<file path="src/rtl/clk_rst_timebase.sv">
// Clock/reset timebase: reset synchronizer, RESET/SETTLE/RUN control FSM,
// and a microsecond/millisecond/second tick generator with a 16-bit
// seconds counter. All outputs come straight from flops.
module clk_rst_timebase #(
    parameter int CLK_FREQ_HZ = 100_000_000,
    parameter int SYNC_STAGES = 2,
    parameter int READY_DELAY = 16
) (
    input  logic        clock_100mhz,
    input  logic        rst_n_i,
    input  logic        enable_i,
    output logic        rst_sync_n_o,
    output logic        ready_o,
    output logic        tick_us_o,
    output logic        tick_ms_o,
    output logic        tick_s_o,
    output logic [15:0] sec_count_o
);

    localparam int              P           = CLK_FREQ_HZ / 1_000_000;
    localparam int              PW          = (P > 1) ? $clog2(P) : 1;
    localparam logic [PW-1:0]   PRESC_LAST  = PW'(P - 1);
    localparam logic [7:0]      SETTLE_LAST = 8'(READY_DELAY - 1);
    localparam logic [9:0]      CNT_LAST    = 10'd999;

    typedef enum logic [1:0] {
        ST_RESET,
        ST_SETTLE,
        ST_RUN
    } state_e;

    logic [SYNC_STAGES-1:0] sync_q;
    state_e                 state_q, state_d;
    logic [7:0]             settle_q, settle_d;
    logic [PW-1:0]          presc_q, presc_d;
    logic [9:0]             us_cnt_q, us_cnt_d;
    logic [9:0]             ms_cnt_q, ms_cnt_d;
    logic [15:0]            sec_q, sec_d;
    logic                   tick_us_q, tick_ms_q, tick_s_q;
    logic                   run_en, us_wrap, ms_wrap, s_wrap;

    // Reset synchronizer: clears instantly on rst_n_i low, shifts ones in after release.
    always_ff @(posedge clock_100mhz or negedge rst_n_i) begin
        if (!rst_n_i) begin
            sync_q <= '0;
        end else begin
            sync_q <= {sync_q[SYNC_STAGES-2:0], 1'b1};
        end
    end

    assign rst_sync_n_o = sync_q[SYNC_STAGES-1];

    // Control FSM next state: wait for synchronized release, settle, then run forever.
    always_comb begin
        state_d  = state_q;
        settle_d = settle_q;
        unique case (state_q)
            ST_RESET: begin
                if (rst_sync_n_o) begin
                    settle_d = '0;
                    state_d  = (READY_DELAY == 1) ? ST_RUN : ST_SETTLE;
                end
            end
            ST_SETTLE: begin
                settle_d = settle_q + 8'd1;
                if (settle_d == SETTLE_LAST) begin
                    state_d = ST_RUN;
                end
            end
            ST_RUN: begin
                state_d = ST_RUN;
            end
            default: begin
                state_d = ST_RESET;
            end
        endcase
    end

    // Tick chain next state. Each tick is registered from the enable sampled in the
    // cycle the prescaler sits at P-1, so coincident us/ms/s ticks land in one cycle.
    always_comb begin
        run_en   = (state_q == ST_RUN) && enable_i;
        us_wrap  = run_en && (presc_q == PRESC_LAST);
        ms_wrap  = us_wrap && (us_cnt_q == CNT_LAST);
        s_wrap   = ms_wrap && (ms_cnt_q == CNT_LAST);
        presc_d  = presc_q;
        us_cnt_d = us_cnt_q;
        ms_cnt_d = ms_cnt_q;
        sec_d    = sec_q;
        if (run_en) begin
            presc_d = us_wrap ? '0 : presc_q + PW'(1);
        end
        if (us_wrap) begin
            us_cnt_d = ms_wrap ? '0 : us_cnt_q + 10'd1;
        end
        if (ms_wrap) begin
            ms_cnt_d = s_wrap ? '0 : ms_cnt_q + 10'd1;
        end
        if (s_wrap) begin
            sec_d = sec_q + 16'd1;
        end
    end

    // State, counters and tick registers; everything clears asynchronously with rst_n_i.
    always_ff @(posedge clock_100mhz or negedge rst_n_i) begin
        if (!rst_n_i) begin
            state_q   <= ST_RESET;
            settle_q  <= '0;
            presc_q   <= '0;
            us_cnt_q  <= '0;
            ms_cnt_q  <= '0;
            sec_q     <= '0;
            tick_us_q <= 1'b0;
            tick_ms_q <= 1'b0;
            tick_s_q  <= 1'b0;
        end else begin
            state_q   <= state_d;
            settle_q  <= settle_d;
            presc_q   <= presc_d;
            us_cnt_q  <= us_cnt_d;
            ms_cnt_q  <= ms_cnt_d;
            sec_q     <= sec_d;
            tick_us_q <= us_wrap;
            tick_ms_q <= ms_wrap;
            tick_s_q  <= s_wrap;
        end
    end

    assign ready_o     = (state_q == ST_RUN);
    assign tick_us_o   = tick_us_q;
    assign tick_ms_o   = tick_ms_q;
    assign tick_s_o    = tick_s_q;
    assign sec_count_o = sec_q;

endmodule

</file>
<file path="config.mk">
export PLATFORM = sky130hd
export DESIGN_NAME = clk_rst_timebase
export DESIGN_NICKNAME = d
export VERILOG_FILES = /design/src/rtl/clk_rst_timebase.sv
export SDC_FILE = /design/constraint.sdc
export NUM_CORES = 1
export LEC_CHECK = 0
export CORE_MARGIN = 3
export CORE_UTILIZATION = 45
export DETAILED_ROUTE_END_ITERATION = 6
export GPL_ROUTABILITY_DRIVEN = 0
export HOLD_SLACK_MARGIN = 0.06
export SLEW_MARGIN = 15
export SYNTH_ARGS = -nofsm -noshare
export SYNTH_HDL_FRONTEND = slang
export SYNTH_SLANG_ARGS = --single-unit
</file>
<file path="constraint.sdc">
create_clock -name clock_100mhz -period 3.5 [get_ports clock_100mhz]
set_input_delay 0.7 -clock clock_100mhz [delete_from_list [all_inputs] [get_ports clock_100mhz]]
set_output_delay 0.7 -clock clock_100mhz [all_outputs]
set_load 0.03 [all_outputs]
</file>
==> flow_summary.ini, run 1 <==
[critical_path]
startpoint = enable_i
worst-endpoint-required_ns = 3.73
cp-start-kind = primary input
crit_chain = clkdlybuf4s50_1 > and3_1 > nand3_2 > inv_2 > nand2_1 > inv_2 > o2111ai_1 > a21o_1
arrival_ns = 2.76
worstPathMaxFanout = 13
cp-end-kind = flop
crit_slowest_cell = clkdlybuf4s50_1
r2r-start = state_q[0]$_DFFE_PN0P_
cp_common_cell = inv_2
worst-setup-path-type = in -> reg
cpPeakStageDelay_ns = 0.47

[clocking]
clk_pin_slew_ns = 0.06
h-tree-depth = 3
ctsHoldBuffers = 0
cts_resized = 0
clk_latency_ns = 0.33
tritoncts.num_buffers = 9
root_buffer = clkbuf_8
cts_sinks = 58
postCtsSetupBuffers = 0
cts_tree = yes
clock_path_buffers = 2

[pwr]
p_int_mw = 1.08
peakVddDrop_mv = 0.306
pwr-share-comb_pct = 15.2
p_sw_share_pct = 29.3
seq_power_share_pct = 50.9
switchingPower_mw = 0.447
p_clk_share_pct = 33.9
powerDensity_nw_per_um2 = 452
p_leak_nw = 1.52
power_mw = 1.53

[logic_synthesis]
netlist_area_um2 = 2920
yosys.cell_types.count = 47
yosysSeqAreaShare_pct = 49.8
yosysMostFrequentCell = dfrtp_1
ys_ff_latch = 58
yosys-top-cells-count = 58 x dfrtp_1, 45 x nand2_1, 18 x nand3_1
syn_area_per_cell_um2 = 9.85
ys_top_cells_by_area = dfrtp_1 50%, nand2_1 5.8%, xnor2_1 5.1%, ha_1 3.9%, nand3_1 3.1%
async_flop_share_pct = 100
synth_top_area_cell = dfrtp_1
synth_top_cell_area_share_pct = 49.8
yosys_warnings = 0
synth_top_flop_cell = dfrtp_1
syn_inst = 296
syn_nets = 308
synth_edf_count = 0

[floorplanning]
num_io_pins = 24
die-area_um2 = 7480
start_util_pct = 47.8
fp.dieW_um = 86.5
die_h_um = 86.5
core_um2 = 6100
row_count = 28

[layout]
final_area_um2 = 3380
drive_gt1_share_pct = 8.51
final_net_count = 336
syn_to_final_growth_pct = 15.7
diodes = 0

[timing]
timing.final.crit_share_pct = 72.4
relSlewSlack_pct = 31.5
setup_viol = 0
hold_slack_ns = 0.346
max_clock_freq_mhz = 395
finalWorstSetupSlack_ns = 0.966
tns_ns = 0
fin_crit_ns = 2.53
worstMarginPinSlew_ns = 1.03
grt_setup_unrepaired = no
finalClockSkew_ns = 0.00772
slew_viol_final = 0
hold_viol = 0

[drt]
drtIter0Drc = 101
wirelength_um = 5510
drc_errors = 0
drtAntennaViolNets = 0
wl_per_cell_um = 13.6
viasPerCell = 5.45
drt_pass1_iterations = 4
vias = 2200

[grt]
grt_usage_pct = 17.1
grt_overflow = 0
grt_max_degree = 48
antenna_found_initial = 0
grt_pass1_vias = 2149
grt_first_pass_wirelength_um = 10100

[place]
place_area_um2 = 3210
dp_hpwl_um = 3910
pre_cts_ws_ns = 0.616
portBuffers = 23

[job]
drv_cap = 0

[min_path]
hold_class = reg -> reg
hp-start = sync_q[0]$_DFF_PN0_

[outcome]
status = completed
[power groups by stage]
stage | clock network (mW) | logic, mW | registers (mW)
after detailed placement | 0 | 0.234 | 0.791
after global placement | 0 | 0.232 | 0.790
final | 0.517 | 0.232 | 0.778
after CTS | 0.541 | 0.236 | 0.778
after floorplan | 0 | 0.176 | 0.772
after global routing | 0.571 | 0.269 | 0.787
[per-layer routing]
layer | wire [um] | GRT usage (%)
met2 | 2380 | 25.1
met4 | 65 | 5.10
met1 | 2830 | 24.3
met5 | 0 | 0
met3 | 238 | 5.51
[area by class of cell]
class	instances	area, um2
clock buffers	13	149
clock inverters	3	15.0
fillers	560	2720
inverters	14	52.6
multi-input cells	217	1380
flip-flops and latches	58	1450
well taps	75	93.8
repair buffers	24	233
[metrics by stage]
stage          cells  util, %
2_1_floorplan    296        -
3_5_place_dp     388     52.7
4_1_cts          404     55.4
3_3_place_gp     388     52.7
5_1_grt          404     55.4
6_report         404     55.4
[worst paths after layout]
path | to | depth (start not counted) | slack, ns
min in group asynchronous | settle_q[7]$_DFFE_PN0P_ | 1 | 0.55
worst max-delay path | ms_cnt_q[8]$_DFFE_PN0P_ | 8 | 0.97
max in group asynchronous | sec_count_o[5]$_DFFE_PN0P_ | 2 | 2.20
worst min-delay path | sync_q[1]$_DFF_PN0_ | 0 | 0.35
worst min register to register | sync_q[1]$_DFF_PN0_ | 0 | 0.35
worst max register to register | ms_cnt_q[8]$_DFFE_PN0P_ | 9 | 1.12
[state kept, by name (all words and copies together) (netlist names)]
signal and count:
sec_count_o 16, state_q 2, sync_q 2, tick_us_o 1, settle_q 8, tick_s_o 1, tick_ms_o 1, us_cnt_q 10
presc_q 7, ms_cnt_q 10
[logic make-up after synthesis]
group                      count (synthesis)  share of synthesized area (%)
and+or+nand+nor                          135                           24.7
DFF                                       58                           49.8
AOI/OAI and AO/OA                         41                           9.01
xor gates and xnor gates                  25                           7.51
buffers and inverters                     21                           2.87
adders and majority gates                  9                           3.86
muxes                                      6                           2.19
other                                      1                          0.129
[critical path: cells and delay by family]
kind / cells / cell delay, ns
buffers and inverters: 3 / 0.96
AND/OR/NAND/NOR: 3 / 0.75
AO/OA/AOI/OAI: 2 / 0.34
[cells in the final DEF (no fill, tap or decap), drive strengths merged, types with 4 or more instances in the layout]
cell type	netlist	final
dfrtp	58	58
nand2	45	45
clkdlybuf4s50	0	22
nand3	19	19
xnor2	17	17
o21ai	16	16
nor2	15	15
inv	14	14
clkbuf	5	13
nor4	10	10
nand4	10	10
nor3	9	9
ha	9	9
a21oi	8	8
xor2	8	8
and3	7	7
nand2b	4	4
a22o	4	4
Power figures use the tool's default switching activity.
==> inputs of run 2 (changes only) <==
- clock period: 3.5 -> 2.5 ns (I/O delays scaled with it)
==> run 2 against run 1 <==
Effect of this change:
- routed wire length fell by 0.31%
- combinational power rose by 39%
- register-to-register slack got worse by 0.77 ns
- sequential power rose by 40%
- worst hold slack got worse by 0.045 ns
- critical endpoint is now ready_o
- largest power group unchanged
==> flow_summary.ini, run 2 (synthesized netlist as in run 1, its figures left out) <==
[floorplanning]
fp.dieW_um = 86.5
die_h_um = 86.5
row_count = 28
num_io_pins = 24
die-area_um2 = 7480
core_um2 = 6100
start_util_pct = 47.8

[layout]
syn_to_final_growth_pct = 17.9
largest_reg_flops = 16
final_cell_mix = 58 x dfrtp_1, 45 x nand2_1, 22 x clkdlybuf4s50_1
diodes = 0
final_area_um2 = 3440
final_net_count = 341
nFillCells = 575
drive_gt1_share_pct = 10.5
layout_commonest_cell = dfrtp_1
fin_util_pct = 56.4

[timing]
hold_viol = 0
worstMarginPinSlew_ns = 0.726
finalClockSkew_ns = 0.00952
slew_viol_final = 0
tns_ns = 0
finalWorstSetupSlack_ns = 0.312
relSlewSlack_pct = 51.6
grt_setup_unrepaired = no
fin_crit_ns = 2.19
setup_viol = 0
timing.final.crit_share_pct = 87.5
max_clock_freq_mhz = 457

[min_path]
hold_class = in -> async

[place]
portBuffers = 23
dp_hpwl_um = 3810
pre_cts_ws_ns = 0.273
place_area_um2 = 3250

[clocking]
clk_latency_ns = 0.33
clk_pin_slew_ns = 0.07
cts_resized = 0
ctsHoldBuffers = 0
postCtsSetupBuffers = 0
tritoncts.num_buffers = 9
clock_path_buffers = 2
root_buffer = clkbuf_8
cts_tree = yes
h-tree-depth = 3
cts_sinks = 58

[grt]
antenna_found_initial = 0
grt_pass1_vias = 2225
grt_max_degree = 59
grt_usage_pct = 17.3
grt_first_pass_wirelength_um = 10300
grt_overflow = 0

[job]
drv_cap = 0

[drt]
viasPerCell = 5.33
drtAntennaViolNets = 0
drc_errors = 0
drt_pass1_iterations = 4
wl_per_cell_um = 13.5
vias = 2174
wirelength_um = 5500
drtIter0Drc = 109

[pwr]
peakVddDrop_mv = 0.583
powerDensity_nw_per_um2 = 647
p_leak_nw = 1.56
power_mw = 2.23

[critical_path]
worst-endpoint-required_ns = 2.00
arrival_ns = 1.69
worst-setup-path-type = reg -> out
cp-start-kind = flop
cp-end-kind = output pin
worstPathMaxFanout = 3

[outcome]
status = completed
==> run 2: power breakdown <==
part,switching [mW],total [mW],internal [mW]
clock network,0.357,0.817,0.459
logic,0.194,0.323,0.129
registers,0.0856,1.09,1.00
total,0.637,2.23,1.59
==> run 2: final timing paths <==
path,startpoint,endpoint,slack (ns),depth (start not counted)
max in group asynchronous,rst_n_i,settle_q[1]$_DFFE_PN0P_,1.71,2
setup reg to reg,us_cnt_q[3]$_DFFE_PN0N_,ms_cnt_q[9]$_DFFE_PN0P_,0.35,5
min in group clock_100mhz,sync_q[0]$_DFF_PN0_,sync_q[1]$_DFF_PN0_,0.35,0
setup / recovery,state_q[0]$_DFFE_PN0P_,ready_o,0.31,3
hold reg to reg,sync_q[0]$_DFF_PN0_,sync_q[1]$_DFF_PN0_,0.35,0
hold / removal,rst_n_i,state_q[0]$_DFFE_PN0P_,0.30,2
==> run 2: critical path: stages, from the launching register on <==
cell and delay [ns]:
dfrtp_1 0.39, inv_1 0.11, ha_1 0.19, clkdlybuf4s50_1 0.67
==> run 2: per-layer routing <==
layer | vias to the layer above | part of all wire, % | track usage [%]
li1 | 1110 | - | -
met2 | 30 | 42 | 25.0
met1 | 1024 | 53 | 24.3
met4 | 0 | 1.9 | 9.35
met3 | 10 | 2.7 | 3.52
met5 | - | 0 | 0
==> run 2: final cells by class <==
cell class                 instances  area, um2  share of cell area (%)
clock inverter                     2       10.0                   0.291
multi-input combinational        217       1380                    40.2
sequential                        58       1450                    42.2
tap                               75       93.8                    2.73
clock buffer                      13        179                    5.20
timing repair buffer              29        270                    7.86
inverter                          14       52.6                    1.53
==> run 2: stage by stage <==
stage          cells  hold slack, ns
2_1_floorplan    296           0.204
3_3_place_gp     393           0.335
3_5_place_dp     393           0.339
4_1_cts          408           0.338
5_1_grt          408           0.368
6_report         408           0.301
